File: src/rtl/hazard_pkg.sv
// Shared defaults and the pipeline-entry record for the hazard tracker.
package hazard_pkg;
    localparam int DEF_STAGES = 3;
    localparam int DEF_ADDR_W = 5;
    localparam int DEF_T_W    = 4;

    // All-ones Tuse marks an operand the instruction never reads.
    localparam logic [DEF_T_W-1:0] TUSE_NONE = '1;

    typedef struct packed {
        logic                  vld;
        logic [DEF_ADDR_W-1:0] addr;
        logic [DEF_T_W-1:0]    tnew;
    } hz_entry_t;
endpackage

File: src/rtl/hazard_tracker_if.sv
// D-stage request lines in, stall/forward decisions out.
interface hazard_tracker_if
    import hazard_pkg::*;
#(
    parameter int STAGES = DEF_STAGES,
    parameter int ADDR_W = DEF_ADDR_W,
    parameter int T_W    = DEF_T_W
) ();
    localparam int SEL_W = $clog2(STAGES + 1);

    logic              id_valid;
    logic [ADDR_W-1:0] id_rs_addr;
    logic [ADDR_W-1:0] id_rt_addr;
    logic [T_W-1:0]    id_rs_use;
    logic [T_W-1:0]    id_rt_use;
    logic [ADDR_W-1:0] id_dst_addr;
    logic [T_W-1:0]    id_dst_save;
    logic              flush;
    logic              stall;
    logic [SEL_W-1:0]  fwd_rs_sel;
    logic [SEL_W-1:0]  fwd_rt_sel;
    logic [15:0]       stall_cnt;

    modport master (
        output id_valid, id_rs_addr, id_rt_addr, id_rs_use, id_rt_use,
               id_dst_addr, id_dst_save, flush,
        input  stall, fwd_rs_sel, fwd_rt_sel, stall_cnt
    );

    modport slave (
        input  id_valid, id_rs_addr, id_rt_addr, id_rs_use, id_rt_use,
               id_dst_addr, id_dst_save, flush,
        output stall, fwd_rs_sel, fwd_rt_sel, stall_cnt
    );
endinterface

File: src/rtl/hazard_stage.sv
// One in-flight entry; non-first stages age the incoming tnew by one cycle.
module hazard_stage
    import hazard_pkg::*;
#(
    parameter int ADDR_W = DEF_ADDR_W,
    parameter int T_W    = DEF_T_W,
    parameter bit DEC    = 1'b1
) (
    input  logic              clk,
    input  logic              reset,
    input  logic              vld_i,
    input  logic [ADDR_W-1:0] addr_i,
    input  logic [T_W-1:0]    tnew_i,
    output logic              vld_o,
    output logic [ADDR_W-1:0] addr_o,
    output logic [T_W-1:0]    tnew_o
);
    logic              vld_q;
    logic [ADDR_W-1:0] addr_q;
    logic [T_W-1:0]    tnew_q, tnew_d;

    always_comb begin
        tnew_d = tnew_i;
        if (DEC && tnew_i != '0) tnew_d = tnew_i - 1'b1;
    end

    always_ff @(posedge clk) begin
        if (reset) begin
            vld_q  <= 1'b0;
            addr_q <= '0;
            tnew_q <= '0;
        end else begin
            vld_q  <= vld_i;
            addr_q <= addr_i;
            tnew_q <= tnew_d;
        end
    end

    assign vld_o  = vld_q;
    assign addr_o = addr_q;
    assign tnew_o = tnew_q;
endmodule

File: src/rtl/hazard_tracker.sv
// Tnew/Tuse hazard unit: tracks writers after D, decides stall and bypass source.
module hazard_tracker
    import hazard_pkg::*;
#(
    parameter int STAGES = DEF_STAGES,
    parameter int ADDR_W = DEF_ADDR_W,
    parameter int T_W    = DEF_T_W
) (
    input logic       clk,
    input logic       reset,
    hazard_tracker_if.slave hif
);
    localparam int SEL_W = $clog2(STAGES + 1);
    localparam logic [T_W-1:0] USE_NONE = {T_W{1'b1}};

    logic [STAGES:1]             in_vld, e_vld;
    logic [STAGES:1][ADDR_W-1:0] in_addr, e_addr;
    logic [STAGES:1][T_W-1:0]    in_tnew, e_tnew;

    logic             stall;
    logic             rs_ok, rt_ok, rs_stl, rt_stl;
    logic [SEL_W-1:0] rs_sel, rt_sel;
    logic [15:0]      stall_cnt_q;

    for (genvar k = 1; k <= STAGES; k++) begin : g_stage
        hazard_stage #(.ADDR_W(ADDR_W), .T_W(T_W), .DEC(k > 1)) u_stage (
            .clk    (clk),
            .reset  (reset),
            .vld_i  (in_vld[k]),
            .addr_i (in_addr[k]),
            .tnew_i (in_tnew[k]),
            .vld_o  (e_vld[k]),
            .addr_o (e_addr[k]),
            .tnew_o (e_tnew[k])
        );
    end

    always_comb begin
        in_vld[1]  = hif.id_valid & ~stall & ~hif.flush;
        in_addr[1] = hif.id_dst_addr;
        in_tnew[1] = hif.id_dst_save;
        for (int k = 2; k <= STAGES; k++) begin
            in_vld[k]  = e_vld[k-1];
            in_addr[k] = e_addr[k-1];
            in_tnew[k] = e_tnew[k-1];
        end
    end

    // Walk oldest to youngest so the youngest match wins.
    always_comb begin
        rs_stl = 1'b0;
        rt_stl = 1'b0;
        rs_sel = '0;
        rt_sel = '0;
        for (int k = STAGES; k >= 1; k--) begin
            if (e_vld[k] && e_addr[k] == hif.id_rs_addr) begin
                rs_stl = e_tnew[k] > hif.id_rs_use;
                rs_sel = (e_tnew[k] == '0) ? SEL_W'(k) : '0;
            end
            if (e_vld[k] && e_addr[k] == hif.id_rt_addr) begin
                rt_stl = e_tnew[k] > hif.id_rt_use;
                rt_sel = (e_tnew[k] == '0) ? SEL_W'(k) : '0;
            end
        end
        rs_ok = (hif.id_rs_addr != '0) && (hif.id_rs_use != USE_NONE);
        rt_ok = (hif.id_rt_addr != '0) && (hif.id_rt_use != USE_NONE);
        stall = ~reset & hif.id_valid & ((rs_ok & rs_stl) | (rt_ok & rt_stl));
    end

    always_ff @(posedge clk) begin
        if (reset)
            stall_cnt_q <= '0;
        else if (stall && stall_cnt_q != 16'hFFFF)
            stall_cnt_q <= stall_cnt_q + 16'd1;
    end

    assign hif.stall      = stall;
    assign hif.fwd_rs_sel = (reset || !rs_ok) ? '0 : rs_sel;
    assign hif.fwd_rt_sel = (reset || !rt_ok) ? '0 : rt_sel;
    assign hif.stall_cnt  = stall_cnt_q;
endmodule

File: src/flat_wrapper.sv
// flat-port wrapper written by rule: the top's interface ports become plain ports
module hazard_tracker_flat import hazard_pkg::*;
#(
    parameter int STAGES = DEF_STAGES,
    parameter int ADDR_W = DEF_ADDR_W,
    parameter int T_W    = DEF_T_W
)
  (clk, reset, hif_id_valid, hif_id_rs_addr, hif_id_rt_addr, hif_id_rs_use, hif_id_rt_use, hif_id_dst_addr, hif_id_dst_save, hif_flush, hif_stall, hif_fwd_rs_sel, hif_fwd_rt_sel, hif_stall_cnt);
  hazard_tracker_if #(.STAGES(STAGES), .ADDR_W(ADDR_W), .T_W(T_W)) hif_i ();
  input logic clk;
  input logic reset;
  input wire logic [$bits(hif_i.id_valid)-1:0] hif_id_valid;
  input wire logic [$bits(hif_i.id_rs_addr)-1:0] hif_id_rs_addr;
  input wire logic [$bits(hif_i.id_rt_addr)-1:0] hif_id_rt_addr;
  input wire logic [$bits(hif_i.id_rs_use)-1:0] hif_id_rs_use;
  input wire logic [$bits(hif_i.id_rt_use)-1:0] hif_id_rt_use;
  input wire logic [$bits(hif_i.id_dst_addr)-1:0] hif_id_dst_addr;
  input wire logic [$bits(hif_i.id_dst_save)-1:0] hif_id_dst_save;
  input wire logic [$bits(hif_i.flush)-1:0] hif_flush;
  output wire logic [$bits(hif_i.stall)-1:0] hif_stall;
  output wire logic [$bits(hif_i.fwd_rs_sel)-1:0] hif_fwd_rs_sel;
  output wire logic [$bits(hif_i.fwd_rt_sel)-1:0] hif_fwd_rt_sel;
  output wire logic [$bits(hif_i.stall_cnt)-1:0] hif_stall_cnt;
  assign hif_i.id_valid = hif_id_valid;
  assign hif_i.id_rs_addr = hif_id_rs_addr;
  assign hif_i.id_rt_addr = hif_id_rt_addr;
  assign hif_i.id_rs_use = hif_id_rs_use;
  assign hif_i.id_rt_use = hif_id_rt_use;
  assign hif_i.id_dst_addr = hif_id_dst_addr;
  assign hif_i.id_dst_save = hif_id_dst_save;
  assign hif_i.flush = hif_flush;
  assign hif_stall = hif_i.stall;
  assign hif_fwd_rs_sel = hif_i.fwd_rs_sel;
  assign hif_fwd_rt_sel = hif_i.fwd_rt_sel;
  assign hif_stall_cnt = hif_i.stall_cnt;
  hazard_tracker #(.STAGES(STAGES), .ADDR_W(ADDR_W), .T_W(T_W)) u_core (.clk(clk), .reset(reset), .hif(hif_i));
endmodule
File: config.mk
export PLATFORM = sky130hd
export DESIGN_NAME = hazard_tracker_flat
export DESIGN_NICKNAME = d
export VERILOG_FILES = /design/src/rtl/hazard_pkg.sv /design/src/rtl/hazard_tracker_if.sv /design/src/rtl/hazard_stage.sv /design/src/rtl/hazard_tracker.sv /design/src/flat_wrapper.sv
export SDC_FILE = /design/constraint.sdc
export NUM_CORES = 1
export LEC_CHECK = 0
export CORE_MARGIN = 10
export CORE_UTILIZATION = 47
export DETAILED_ROUTE_END_ITERATION = 8
export PLACE_DENSITY = 0.75
export SLEW_MARGIN = 20
export SYNTH_ARGS = -nofsm -noshare
export SYNTH_HDL_FRONTEND = slang
export SYNTH_SLANG_ARGS = --single-unit
File: constraint.sdc
create_clock -name clk -period 2.9 [get_ports clk]
set_clock_uncertainty 0.2 [all_clocks]
set_input_delay 0.87 -clock clk [delete_from_list [all_inputs] [get_ports clk]]
set_output_delay 0.87 -clock clk [all_outputs]
set_load 0.1 [all_outputs]
==> impl_table.tex <==
\begin{tabular}{lr}
\hline
Metric & Value \\
\hline
\multicolumn{2}{l}{\textbf{Clock tree}} \\
Num Clock Sinks & 46 \\
Cell at the root of the clock tree & sky130\_fd\_sc\_hd\_\_clkbuf\_8 \\
CTS tree & yes \\
Clock latency reported for the late side of the worst-skew pair & 300 ps \\
Clock slew at reported path FFs & 90 ps \\
Hold-fix buffer count after cts & 0 \\
TritonCTS buffer count & 5 \\
Clock Path Buffers & 2 \\
Total number of H-tree levels & 2 \\
\multicolumn{2}{l}{\textbf{Place}} \\
Placed cell count & 465 \\
Global placer's final weighted congestion & 0.878 \\
Count of buffers inserted at the top-level ports & 51 \\
Hpwl dp & around 6 mm \\
Total placed instance area & approximately 0.0037 mm² \\
\multicolumn{2}{l}{\textbf{GRT}} \\
Antenna violations before repair & 0 \\
Largest net degree at the start of global routing & 27 \\
Grt ovf & 0 \\
Vias in the first global route & 3004 \\
Total Routing Usage GR & 0.184 \\
Global-route wire length before repair & roughly 15 mm \\
\multicolumn{2}{l}{\textbf{Cells and area}} \\
Utilization of the core after routing & 0.810 \\
Syn-to-layout area delta & 64.7\% \\
Fillers & 314 \\
Filler-free cell count of the finished design & roughly 500 \\
Total number of nets in the final design & 488 \\
Finished Cell Area & between 0.004 and 0.005 mm² \\
Number of diodes added for antenna fixing & 0 \\
Commonest cells after routing, fill and taps aside & 58 x sky130\_fd\_sc\_hd\_\_buf\_4, 40 x sky130\_fd\_sc\_hd\_\_dfxtp\_1, 30 x sky130\_fd\_sc\_hd\_\_buf\_6 \\
Most common library cell in the layout ignoring fill and taps & sky130\_fd\_sc\_hd\_\_buf\_4 \\
Layout cells sized above 1 & 0.428 \\
\multicolumn{2}{l}{\textbf{Power}} \\
Part of the power in registers & 0.440 \\
Internal Power & 1.11 mW \\
Total leakage power & roughly 1.9 nW \\
IR drop worst, VDD & 0.240 mV \\
Clk network pwr share & 0.319 \\
Portion of total power attributed to combinational logic & 0.241 \\
Fraction of power spent switching nets & 0.287 \\
Switching power & 0.448 mW \\
Power density normalized to cell area & 344 mW/mm² \\
\multicolumn{2}{l}{\textbf{Critical path}} \\
Biggest fanout along the worst timing path & 2 \\
Delay-heaviest family, CP & simple AND/OR/NAND/NOR gates \\
Critical path buffers and inverters & 2 \\
Critical path arrival & 2570 ps \\
Critical-path top delay cell & sky130\_fd\_sc\_hd\_\_and4bb\_2 \\
Register-to-register setup slack & -350 ps \\
Data required time of the worst path & 1830 ps \\
Length in cells of the worst reg-to-reg path & 17 \\
Capture instance of the worst register-to-register path & u\_core.hif.stall\_cnt[7] \\
CP startpoint kind & input port \\
Delay of the slowest critical-path stage & 400 ps \\
Kind of end point of the critical path & output pin \\
Critical setup path kind & input port to output pin \\
Reg-to-Reg Start & u\_core.g\_stage[1].u\_stage.addr\_o[3] \\
Crit-path cells & buf\_6, xor2\_1, nor4\_2, nand3\_1, and4bb\_2, o21ai\_4, a21oi\_4, buf\_12 \\
\multicolumn{2}{l}{\textbf{Logic synthesis}} \\
Top flip-flop cell by instance count after synthesis & sky130\_fd\_sc\_hd\_\_dfxtp\_1 \\
Mapped Nets & between 300 and 400 \\
FFs w/ async S/R, synth & 0 \\
Number of flip-flops and latches in the synthesized netlist & 46 \\
Post-Syn Area per Cell & 8.84 µm² \\
Post-synthesis cell count & 312 \\
Distinct cell type count after synthesis & 44 \\
Number of synthesized flops with an enable pin & 0 \\
Combined area of all synthesized cells & 0.00276 mm² \\
YS warnings & 0 \\
Portion of the post-synthesis area used by sequential elements & 0.334 \\
\multicolumn{2}{l}{\textbf{Routing}} \\
Final WL & 10.1 mm \\
Total via count after detailed routing & between 2000 and 3000 \\
Number of nets with antenna violations after detailed routing & 0 \\
Mean number of vias per cell & 5.84 \\
DRC & 0 \\
WL/cell & around 20 µm \\
Number of violations reported at the end of detailed-routing iteration 0 & roughly 190 \\
1st-pass router iterations & 4 \\
\multicolumn{2}{l}{\textbf{Die}} \\
Overall die height & 96.6 µm \\
Number of standard-cell rows in the floorplan & 27 \\
Floorplan die width & just under 100 µm \\
Number of ports placed on the die boundary & 52 \\
Starting utilization of the core area & 0.492 \\
Die area & 0.00933 mm² \\
Core area & 0.00561 mm² \\
\multicolumn{2}{l}{\textbf{STA}} \\
Worst-Margin Slew & roughly 320 ps \\
Setup repair after global routing missed its margin & true \\
Worst slew margin & 0.789 \\
Count of final max-slew check failures & 0 \\
Fin. Hold Viols & 0 \\
Final critical-path share of the clock period & 1.26 \\
Final WS setup & -740 ps \\
Final critical-path required period & approximately 3600 ps \\
Highest clock rate & between 0.2 and 0.3 GHz \\
Final setup violation count & 21 \\
\multicolumn{2}{l}{\textbf{Hold path}} \\
Hold Path Cell Cnt & 1 \\
Worst hold start & u\_core.hif.stall\_cnt[4] \\
End of the worst hold path & u\_core.hif.stall\_cnt[4] \\
Tightest Hold Check Type & flop to flop \\
\multicolumn{2}{l}{\textbf{Status}} \\
Violated checks & negative setup slack \\
Outcome & finished, violations left \\
\multicolumn{2}{l}{\textbf{Job}} \\
Number of violations of the max-capacitance limit & 0 \\
\hline
\end{tabular}
## sequential cells by signal, indices dropped and copies added (netlist names)
register	count
u_core.g_stage.u_stage.addr_o	15
u_core.g_stage.u_stage.tnew_o	12
u_core.g_stage.u_stage.vld_o	3
u_core.hif.stall_cnt	16
## metrics by stage
stage	power [mW]	TNS, ps	setup slack (ps)	hold slack (ps)
finish	1.56	-10900	-740	258
global route	1.62	-12310	-803	275
CTS	1.50	-9710	-663	262
detailed placement	0.978	-17720	-1170	253
global placement	0.966	-16720	-1120	241
floorplan	0.849	-4180	-836	243
## area by class of cell
type,instances,area [µm²],share of cell area
clock buffer,6,82.6,0.0182
clock inverter,1,30.0,0.00661
inverter,15,76.3,0.0168
multi-input combinational,245,2230,0.492
sequential,46,928,0.204
tap,72,90.1,0.0198
timing repair buffer,117,1100,0.242
## power by group through the flow
stage | clock network [mW] | logic, mW | registers, mW
after global routing | 0.521 | 0.409 | 0.689
after detailed placement | 0 | 0.284 | 0.694
after global placement | 0 | 0.273 | 0.693
final | 0.498 | 0.377 | 0.687
after floorplan | 0 | 0.162 | 0.686
after CTS | 0.491 | 0.329 | 0.683
## Yosys cell counts (3+ instances only)
master | n | share of area
sky130_fd_sc_hd__or3_1 | 5 | 0.011
sky130_fd_sc_hd__a21o_1 | 4 | 0.011
sky130_fd_sc_hd__inv_1 | 15 | 0.020
sky130_fd_sc_hd__and3_1 | 7 | 0.016
sky130_fd_sc_hd__nor2_1 | 18 | 0.024
sky130_fd_sc_hd__o31ai_1 | 5 | 0.014
sky130_fd_sc_hd__or4_1 | 7 | 0.019
sky130_fd_sc_hd__xor2_1 | 27 | 0.086
sky130_fd_sc_hd__dfxtp_1 | 46 | 0.33
sky130_fd_sc_hd__clkbuf_1 | 3 | 0.0041
sky130_fd_sc_hd__nand4_1 | 11 | 0.025
sky130_fd_sc_hd__mux2i_1 | 3 | 0.011
sky130_fd_sc_hd__xnor2_1 | 8 | 0.025
sky130_fd_sc_hd__nand3_1 | 8 | 0.015
sky130_fd_sc_hd__nor4_1 | 7 | 0.016
sky130_fd_sc_hd__a21oi_1 | 21 | 0.038
sky130_fd_sc_hd__o21ai_0 | 16 | 0.029
sky130_fd_sc_hd__ha_1 | 27 | 0.12
sky130_fd_sc_hd__nand2_1 | 9 | 0.012
sky130_fd_sc_hd__nor3_1 | 6 | 0.011
sky130_fd_sc_hd__nor2b_1 | 28 | 0.064
## worst max-delay path by stage
stage | from | end | cells past startpoint
finish | hif_id_rs_addr[1] | hif_stall | 8
global route | hif_id_rs_addr[1] | hif_fwd_rs_sel[1] | 9
CTS | hif_id_rs_addr[1] | hif_stall | 9
detailed placement | hif_id_rs_addr[3] | hif_stall | 8
global placement | hif_id_rt_use[1] | hif_stall | 10
floorplan | hif_id_rs_addr[0] | hif_fwd_rs_sel[1] | 6
## timing repair
item                                    CTS  global route
endpoints found under the setup margin   21            19
resized for setup                       138            46
buffers inserted                         27             5
pin swaps                                41            26
## kinds of logic (layout without fill, tap and decap cells)
| logic type | count (synthesis) | in the layout | share of synthesized area |
|---|---|---|---|
| AO/OA/AOI/OAI | 61 | 61 | 0.137 |
| XOR/XNOR | 35 | 35 | 0.111 |
| adder cells (fa/ha/maj) | 27 | 27 | 0.123 |
| buffers and inverters | 21 | 139 | 0.0299 |
| flip-flops | 46 | 46 | 0.334 |
| multiplexers | 5 | 5 | 0.0191 |
| AND/OR/NAND/NOR | 117 | 117 | 0.247 |
## routing by layer
metal  up-vias  GRT usage  wire length (µm)
met5         -          0                 0
met4         0     0.0846               424
met3        39     0.0383               411
met2       104      0.312              5230
met1      1431      0.216              4060
li1       1359          -                 -
Power figures use the tool's default switching activity.
